[config.mk]
export PLATFORM = sky130hd
export DESIGN_NAME = signed_sum_accumulator_flat
export DESIGN_NICKNAME = d
export VERILOG_FILES = /design/src/rtl/signed_sum_accumulator_if.sv /design/src/rtl/signed_sum_accumulator.sv /design/src/flat_wrapper.sv
export SDC_FILE = /design/constraint.sdc
export NUM_CORES = 1
export LEC_CHECK = 0
export ABC_AREA = 1
export BUFFER_PORTS_ARGS = -buffer_cell sky130_fd_sc_hd__clkbuf_2
export CORE_AREA = 2 2 53 55
export DETAILED_ROUTE_END_ITERATION = 8
export DIE_AREA = 0 0 55 57
export PLACE_DENSITY_LB_ADDON = 0.08
export SLEW_MARGIN = 20
export SYNTH_ARGS = -nofsm -noshare
export SYNTH_HDL_FRONTEND = slang
export SYNTH_SLANG_ARGS = --single-unit
[constraint.sdc]
create_clock -name clk -period 1.83 [get_ports clk]
set_clock_uncertainty 0.05 [all_clocks]
set_input_delay 0.183 -clock clk [delete_from_list [all_inputs] [get_ports clk]]
set_output_delay 0.183 -clock clk [all_outputs]
set_load 0.01 [all_outputs]
[src/rtl/signed_sum_accumulator_if.sv]
// Handshake bus for the signed frame accumulator: sum stream in, frame result out.
interface signed_sum_accumulator_if #(
    parameter int unsigned ACC_W = 8
);
    logic             in_valid;
    logic             in_ready;
    logic [4:0]       in_sum;
    logic             out_valid;
    logic             out_ready;
    logic [ACC_W-1:0] out_acc;
    logic             out_sat;

    // Upstream/downstream environment side
    modport master (
        output in_valid,
        output in_sum,
        output out_ready,
        input  in_ready,
        input  out_valid,
        input  out_acc,
        input  out_sat
    );

    // Accumulator side
    modport slave (
        input  in_valid,
        input  in_sum,
        input  out_ready,
        output in_ready,
        output out_valid,
        output out_acc,
        output out_sat
    );
endinterface

[src/rtl/signed_sum_accumulator.sv]
// Accumulates N_SAMPLES signed 5-bit sums per frame with saturating add,
// then holds the frame total until the downstream handshake.
module signed_sum_accumulator #(
    parameter int unsigned N_SAMPLES = 4,
    parameter int unsigned ACC_W     = 8
) (
    input  logic                       clk,
    input  logic                       rstn,
    input  logic                       clr,
    signed_sum_accumulator_if.slave    bus
);
    localparam int unsigned CNT_W = $clog2(N_SAMPLES + 1);
    localparam int unsigned EXT_W = ACC_W - 4;

    localparam logic [ACC_W-1:0] ACC_MAX = {1'b0, {(ACC_W-1){1'b1}}};
    localparam logic [ACC_W-1:0] ACC_MIN = {1'b1, {(ACC_W-1){1'b0}}};
    localparam logic [CNT_W-1:0] CNT_LAST = CNT_W'(N_SAMPLES - 1);

    typedef enum logic {
        ACCUM = 1'b0,
        HOLD  = 1'b1
    } state_t;

    state_t           state_q;
    logic [ACC_W-1:0] acc_q;
    logic [ACC_W-1:0] acc_d;
    logic [CNT_W-1:0] cnt_q;
    logic             sat_q;
    logic [ACC_W:0]   sum_wide_c;
    logic             ovf_c;

    // Saturating add of the sign-extended input sum to the running total
    always_comb begin
        sum_wide_c = {acc_q[ACC_W-1], acc_q} + {{EXT_W{bus.in_sum[4]}}, bus.in_sum};
        ovf_c      = sum_wide_c[ACC_W] ^ sum_wide_c[ACC_W-1];
        acc_d      = sum_wide_c[ACC_W-1:0];
        if (ovf_c) begin
            acc_d = sum_wide_c[ACC_W] ? ACC_MIN : ACC_MAX;
        end
    end

    // Frame FSM with accumulator, sample counter and sticky saturation flag
    always_ff @(posedge clk or negedge rstn) begin
        if (!rstn) begin
            state_q <= ACCUM;
            acc_q   <= '0;
            cnt_q   <= '0;
            sat_q   <= 1'b0;
        end else if (clr) begin
            state_q <= ACCUM;
            acc_q   <= '0;
            cnt_q   <= '0;
            sat_q   <= 1'b0;
        end else begin
            case (state_q)
                ACCUM: begin
                    if (bus.in_valid) begin
                        acc_q <= acc_d;
                        sat_q <= sat_q | ovf_c;
                        cnt_q <= cnt_q + CNT_W'(1);
                        if (cnt_q == CNT_LAST) begin
                            state_q <= HOLD;
                        end
                    end
                end
                HOLD: begin
                    if (bus.out_ready) begin
                        state_q <= ACCUM;
                        acc_q   <= '0;
                        cnt_q   <= '0;
                        sat_q   <= 1'b0;
                    end
                end
                default: begin
                    state_q <= ACCUM;
                end
            endcase
        end
    end

    // Handshake flags and result are pure decodes of registered state
    assign bus.in_ready  = (state_q == ACCUM);
    assign bus.out_valid = (state_q == HOLD);
    assign bus.out_acc   = (state_q == HOLD) ? acc_q : '0;
    assign bus.out_sat   = (state_q == HOLD) ? sat_q : 1'b0;

endmodule

[src/flat_wrapper.sv]
// flat-port wrapper written by rule: the top's interface ports become plain ports
module signed_sum_accumulator_flat 
#(
    parameter int unsigned N_SAMPLES = 4,
    parameter int unsigned ACC_W     = 8
)
  (clk, rstn, clr, bus_in_valid, bus_in_sum, bus_out_ready, bus_in_ready, bus_out_valid, bus_out_acc, bus_out_sat);
  signed_sum_accumulator_if #(.ACC_W(ACC_W)) bus_i ();
  input  logic clk;
  input  logic rstn;
  input  logic clr;
  input wire logic [$bits(bus_i.in_valid)-1:0] bus_in_valid;
  input wire logic [$bits(bus_i.in_sum)-1:0] bus_in_sum;
  input wire logic [$bits(bus_i.out_ready)-1:0] bus_out_ready;
  output wire logic [$bits(bus_i.in_ready)-1:0] bus_in_ready;
  output wire logic [$bits(bus_i.out_valid)-1:0] bus_out_valid;
  output wire logic [$bits(bus_i.out_acc)-1:0] bus_out_acc;
  output wire logic [$bits(bus_i.out_sat)-1:0] bus_out_sat;
  assign bus_i.in_valid = bus_in_valid;
  assign bus_i.in_sum = bus_in_sum;
  assign bus_i.out_ready = bus_out_ready;
  assign bus_in_ready = bus_i.in_ready;
  assign bus_out_valid = bus_i.out_valid;
  assign bus_out_acc = bus_i.out_acc;
  assign bus_out_sat = bus_i.out_sat;
  signed_sum_accumulator #(.N_SAMPLES(N_SAMPLES), .ACC_W(ACC_W)) u_core (.clk(clk), .rstn(rstn), .clr(clr), .bus(bus_i));
endmodule
Word level (Yosys, flattened, before mapping):

Cells that the tools add are included.

* div/mod/pow operators: 0
* equality and inequality tests: 3
* add/subtract/negate cells: 2
* bitwise operators: 3
* magnitude comparators: 0
* $mul: 0
* mux-type cells: 21
* reduce and logical (&&, ||, !) cells: 1
* shifts and indexed selects: 0

Operators with widths (number)
* two-way mux 8 bit: 6
* one-hot mux 8 bit (2 select lines): 1
* adder 8 x 5 -> 9 bit: 1
* two-way mux 3 bit: 3
* two-way mux 1 bit: 8
* inequality test 3 bit, second input constant: 2
* one-hot mux 3 bit (2 select lines): 1
* one-hot mux 1 bit (2 select lines): 2
* adder 3 x 1 -> 3 bit, second input constant: 1
* == test 3 x 2 -> 1 bit, second input constant: 1
* AND reduction 2 bit: 1
* NOT 1 bit: 1
* bitwise OR 1 bit: 1
* bitwise XOR 1 bit: 1

* bits of input ports: 10
* memories kept: 0
* memory bits (writable): 0
* bits in registers: 13
* memory bits (read-only): 0
* latch bits: 0
* output and inout port bits: 11

Longest topological paths before layout:

* depth in word-level cells: 6
* gate-level depth with buffers: 12
* mapped depth without buffers: 12

Worst setup path after synthesis:

Ideal clock, no wire load.

* kind: register to register
* from: register u_core.acc_q[0]
* to: register u_core.acc_q[0]
* setup time: 0.117 ns
* cell stages (with the launch flop): 13
* path slack: -0.035 ns
* arrival time: 1.699 ns
* cells stage by stage: dfrtp_1 > ha_1 > fa_1 > nand2_1 > nand2_1 > nand3_2 > nand2_1 > nand2_1 > nand2_2 > nand2_2 > nand3_1 > nand2_1 > nand2_1

* longest elaborated chain between the ends: 6
* elaborated cells on any way between the ends: 7
* those cells by class: add/sub (1); mux (5); bitwise (1)

Ends and longest elaborated chain
* from (decl): RTL line signed_sum_accumulator.sv:25 `logic [ACC_W-1:0] acc_q;`
* from (signal assigned): RTL line signed_sum_accumulator.sv:46 `acc_q <= '0;`
* from (signal assigned): RTL line signed_sum_accumulator.sv:51 `acc_q <= '0;`
* from (signal assigned): RTL line signed_sum_accumulator.sv:58 `acc_q <= acc_d;`
* adder 8 x 5 -> 9 bit (*): RTL line signed_sum_accumulator.sv:34 `sum_wide_c = {acc_q[ACC_W-1], acc_q} + {{EXT_W{bus.in_sum[4]}}, bus.in_sum};`
* two-way mux 8 bit or bitwise XOR 1 bit (tied branches): RTL line signed_sum_accumulator.sv:38, signed_sum_accumulator.sv:35
* two-way mux 8 bit (*): RTL line signed_sum_accumulator.sv:37 `if (ovf_c) begin`
* two-way mux 8 bit (*): RTL line signed_sum_accumulator.sv:57 `if (bus.in_valid) begin`
* one-hot mux 8 bit (2 select lines) (*): RTL line signed_sum_accumulator.sv:55 `case (state_q)`
* two-way mux 8 bit (*): RTL line signed_sum_accumulator.sv:49 `end else if (clr) begin`

Every way passes the cells marked *; elsewhere a longest branch is shown, timed or not. The select of a mux whose other input is x is not followed.
A chain may end at the register's enable or synchronous reset.

Worst setup path after layout:

* from: register u_core.acc_q[0]
* to: register u_core.acc_q[6]

The elaborated chain is that of the path after synthesis.

==> qor.yml <==
hold_viol: 0
antenna_found_initial: 0
initial_core_util: 0.421
fin_ws_ns: -0.0471
max-clock-path-buffers: 2
dr.pass1.iters: 4
power.density_mw_per_mm2: 976
io_pins: 21
worst-slew-pin-transition_ns: 0.337
period_minus_slack_ns: 1.88
rsz0062_at_grt: "yes"
finalCritPeriodShare: 1.03
vias: 1140
postSynthAreaPerCell_um2: 6.79
die_area_mm2: 0.00314
fmax_mhz: 533
startpoint_type: "flop"
slew_headroom: 0.775
dp_slack_ns: -0.111
yosysWarningCount: 0
hp-class: "input port to flop"
portBuffers: 20
root_buffer: "clkbuf_4"
grt_max_degree: 14
syn-instance-count: 162
grt_pass1_wl_um: 4200
drcViolationCount: 0
setup.worst_path.class: "flop to flop"
htreeDepth: 1
placed_cells: 224
drv_slew: 0
leakage_nw: 0.915
wire_per_inst_um: 11.5
hpwl_um: 2020
drive_gt1_frac: 0.335
run_status: "complete, but fails checks"
cp.arrival_ns: 2.06
clkTransAtPathRegs_ns: 0.08
worst-path-max-fanout: 7
num_rows: 19
final_common_cell: "nand2_1"
ys_ff_latch: 13
overflow: 0
cts-buffers-inserted: 3
maxCapViolCount: 0
ant_nets: 0
syn_to_final_growth_pct: 37.0
grt_pass1_vias: 1000
final_cell_mix: "nand2_1, inv_1, clkbuf_2, buf_4, dfrtp_1"
syn_nets: 183
drt_iter0_drc: 28
synthesis.area_mm2: 0.00110
ys_seq_area_frac: 0.296
vdd_ir_drop_max_mv: 0.818
die_h_um: 57
whs_ns: 0.0648
cts_tree: "done"
ys_types: 24
violations: "negative setup slack"
grt_usage: 0.184
avgViaCountPerCell: 4.87
cts_sinks: 13
worst_ep_required_time_ns: 2.01
end_kind: "flop"
setup_viol: 7
gp_congestion: 0.845
wl_um: 2690
die_w_um: 55
core_region_area_mm2: 0.00262
fin_cells: 234
clk_latency_ns: 0.29
finalNetCount: 225
num_antenna_cells: 0
-- cell type report --
cell class	instances	area (µm²)
Fill cell	269	1110
Multi-Input combinational cell	120	769
Sequential cell	13	325
Timing Repair Buffer	39	245
Inverter	27	101
Tap cell	31	38.8
Clock buffer	4	26.3
-- through the flow --
stage / TNS [ns] / power, mW / area (µm²) / util
2_1_floorplan: 0 / 0.889 / 1110 / -
3_3_place_gp: -0.224 / 1.12 / 1340 / 0.511
3_5_place_dp: -0.646 / 1.13 / 1340 / 0.511
4_1_cts: -0.0523 / 1.42 / 1470 / 0.561
5_1_grt: -0.808 / 1.60 / 1510 / 0.576
6_report: -0.223 / 1.47 / 1510 / 0.576
-- final timing paths --
kind | startpoint | end | slack [ns] | cells past startpoint
max in group asynchronous | rstn | u_core.sat_q | 1.22 | 2
setup reg to reg | u_core.acc_q[0] | u_core.acc_q[6] | -0.05 | 11
hold reg to reg | u_core.cnt_q[0] | u_core.cnt_q[0] | 0.44 | 1
min in group asynchronous | rstn | u_core.cnt_q[0] | 0.27 | 2
hold / removal | clr | u_core.cnt_q[2] | 0.06 | 2
setup / recovery | u_core.acc_q[0] | u_core.acc_q[6] | -0.05 | 11
-- report_power, final --
group,switching [mW],internal [mW],leakage [nW]
Clock,0.105,0.0850,0.0150
Sequential,0.0558,0.343,0.173
Combinational,0.474,0.407,0.727
-- registers in the layout, summed over array words and instances, names as in the netlist --
| register | flops |
|---|---|
| u_core.acc_q | 8 |
| u_core.cnt_q | 3 |
| u_core.bus.out_valid | 1 |
| u_core.sat_q | 1 |
-- what timing repair did --
action / 4_1_cts / 5_1_grt
buffers inserted: 4 / 1
resized for setup: 11 / 7
endpoints found under the hold margin: 13 / 0
endpoints found under the setup margin: 8 / 8
pin swaps: 1 / 6
hold buffers: 1 / 0
-- critical path: stages, from the launching register on --
cell     delay [ns]
dfrtp_1        0.39
ha_2           0.19
fa_2           0.35
nand2_2        0.08
nand2_2        0.06
nand3_2        0.09
nand2_2        0.08
nand2_2        0.09
nand2_4        0.06
a21oi_4        0.21
nand2_1        0.10
nand2_1        0.06
-- synthesized netlist by cell type, drive strengths merged --
library cell / instances / share of area
o41ai: 1 / 0.0080
fa: 1 / 0.018
nand3b: 1 / 0.0068
a22o: 1 / 0.0080
or2: 1 / 0.0057
xnor2: 2 / 0.016
ha: 10 / 0.11
nand2: 73 / 0.26
nand3: 15 / 0.077
clkbuf: 1 / 0.0034
nor2: 5 / 0.019
xor2: 1 / 0.0080
nand4: 2 / 0.011
mux2i: 1 / 0.0091
inv: 27 / 0.092
a21oi: 5 / 0.040
o21ai: 1 / 0.0045
dfrtp: 13 / 0.30
buf: 1 / 0.0045
-- cell families (layout without fill, tap and decap cells) --
group | count (synthesis) | in the layout | synth area share
AND/OR/NAND/NOR | 97 | 97 | 0.379
buffers and inverters | 29 | 70 | 0.100
flip-flops | 13 | 13 | 0.296
adder cells (fa/ha/maj) | 11 | 11 | 0.132
AO/OA/AOI/OAI | 8 | 8 | 0.0603
XOR/XNOR | 3 | 3 | 0.0239
multiplexers | 1 | 1 | 0.00910
-- layer usage --
| metal | global-route usage | part of all wire |
|---|---|---|
| met1 | 0.252 | 0.45 |
| met2 | 0.289 | 0.50 |
| met3 | 0.0550 | 0.040 |
| met4 | 0.0314 | 0.0071 |
| met5 | 0 | 0 |
Note: power is estimated with default switching activity, not from simulation.
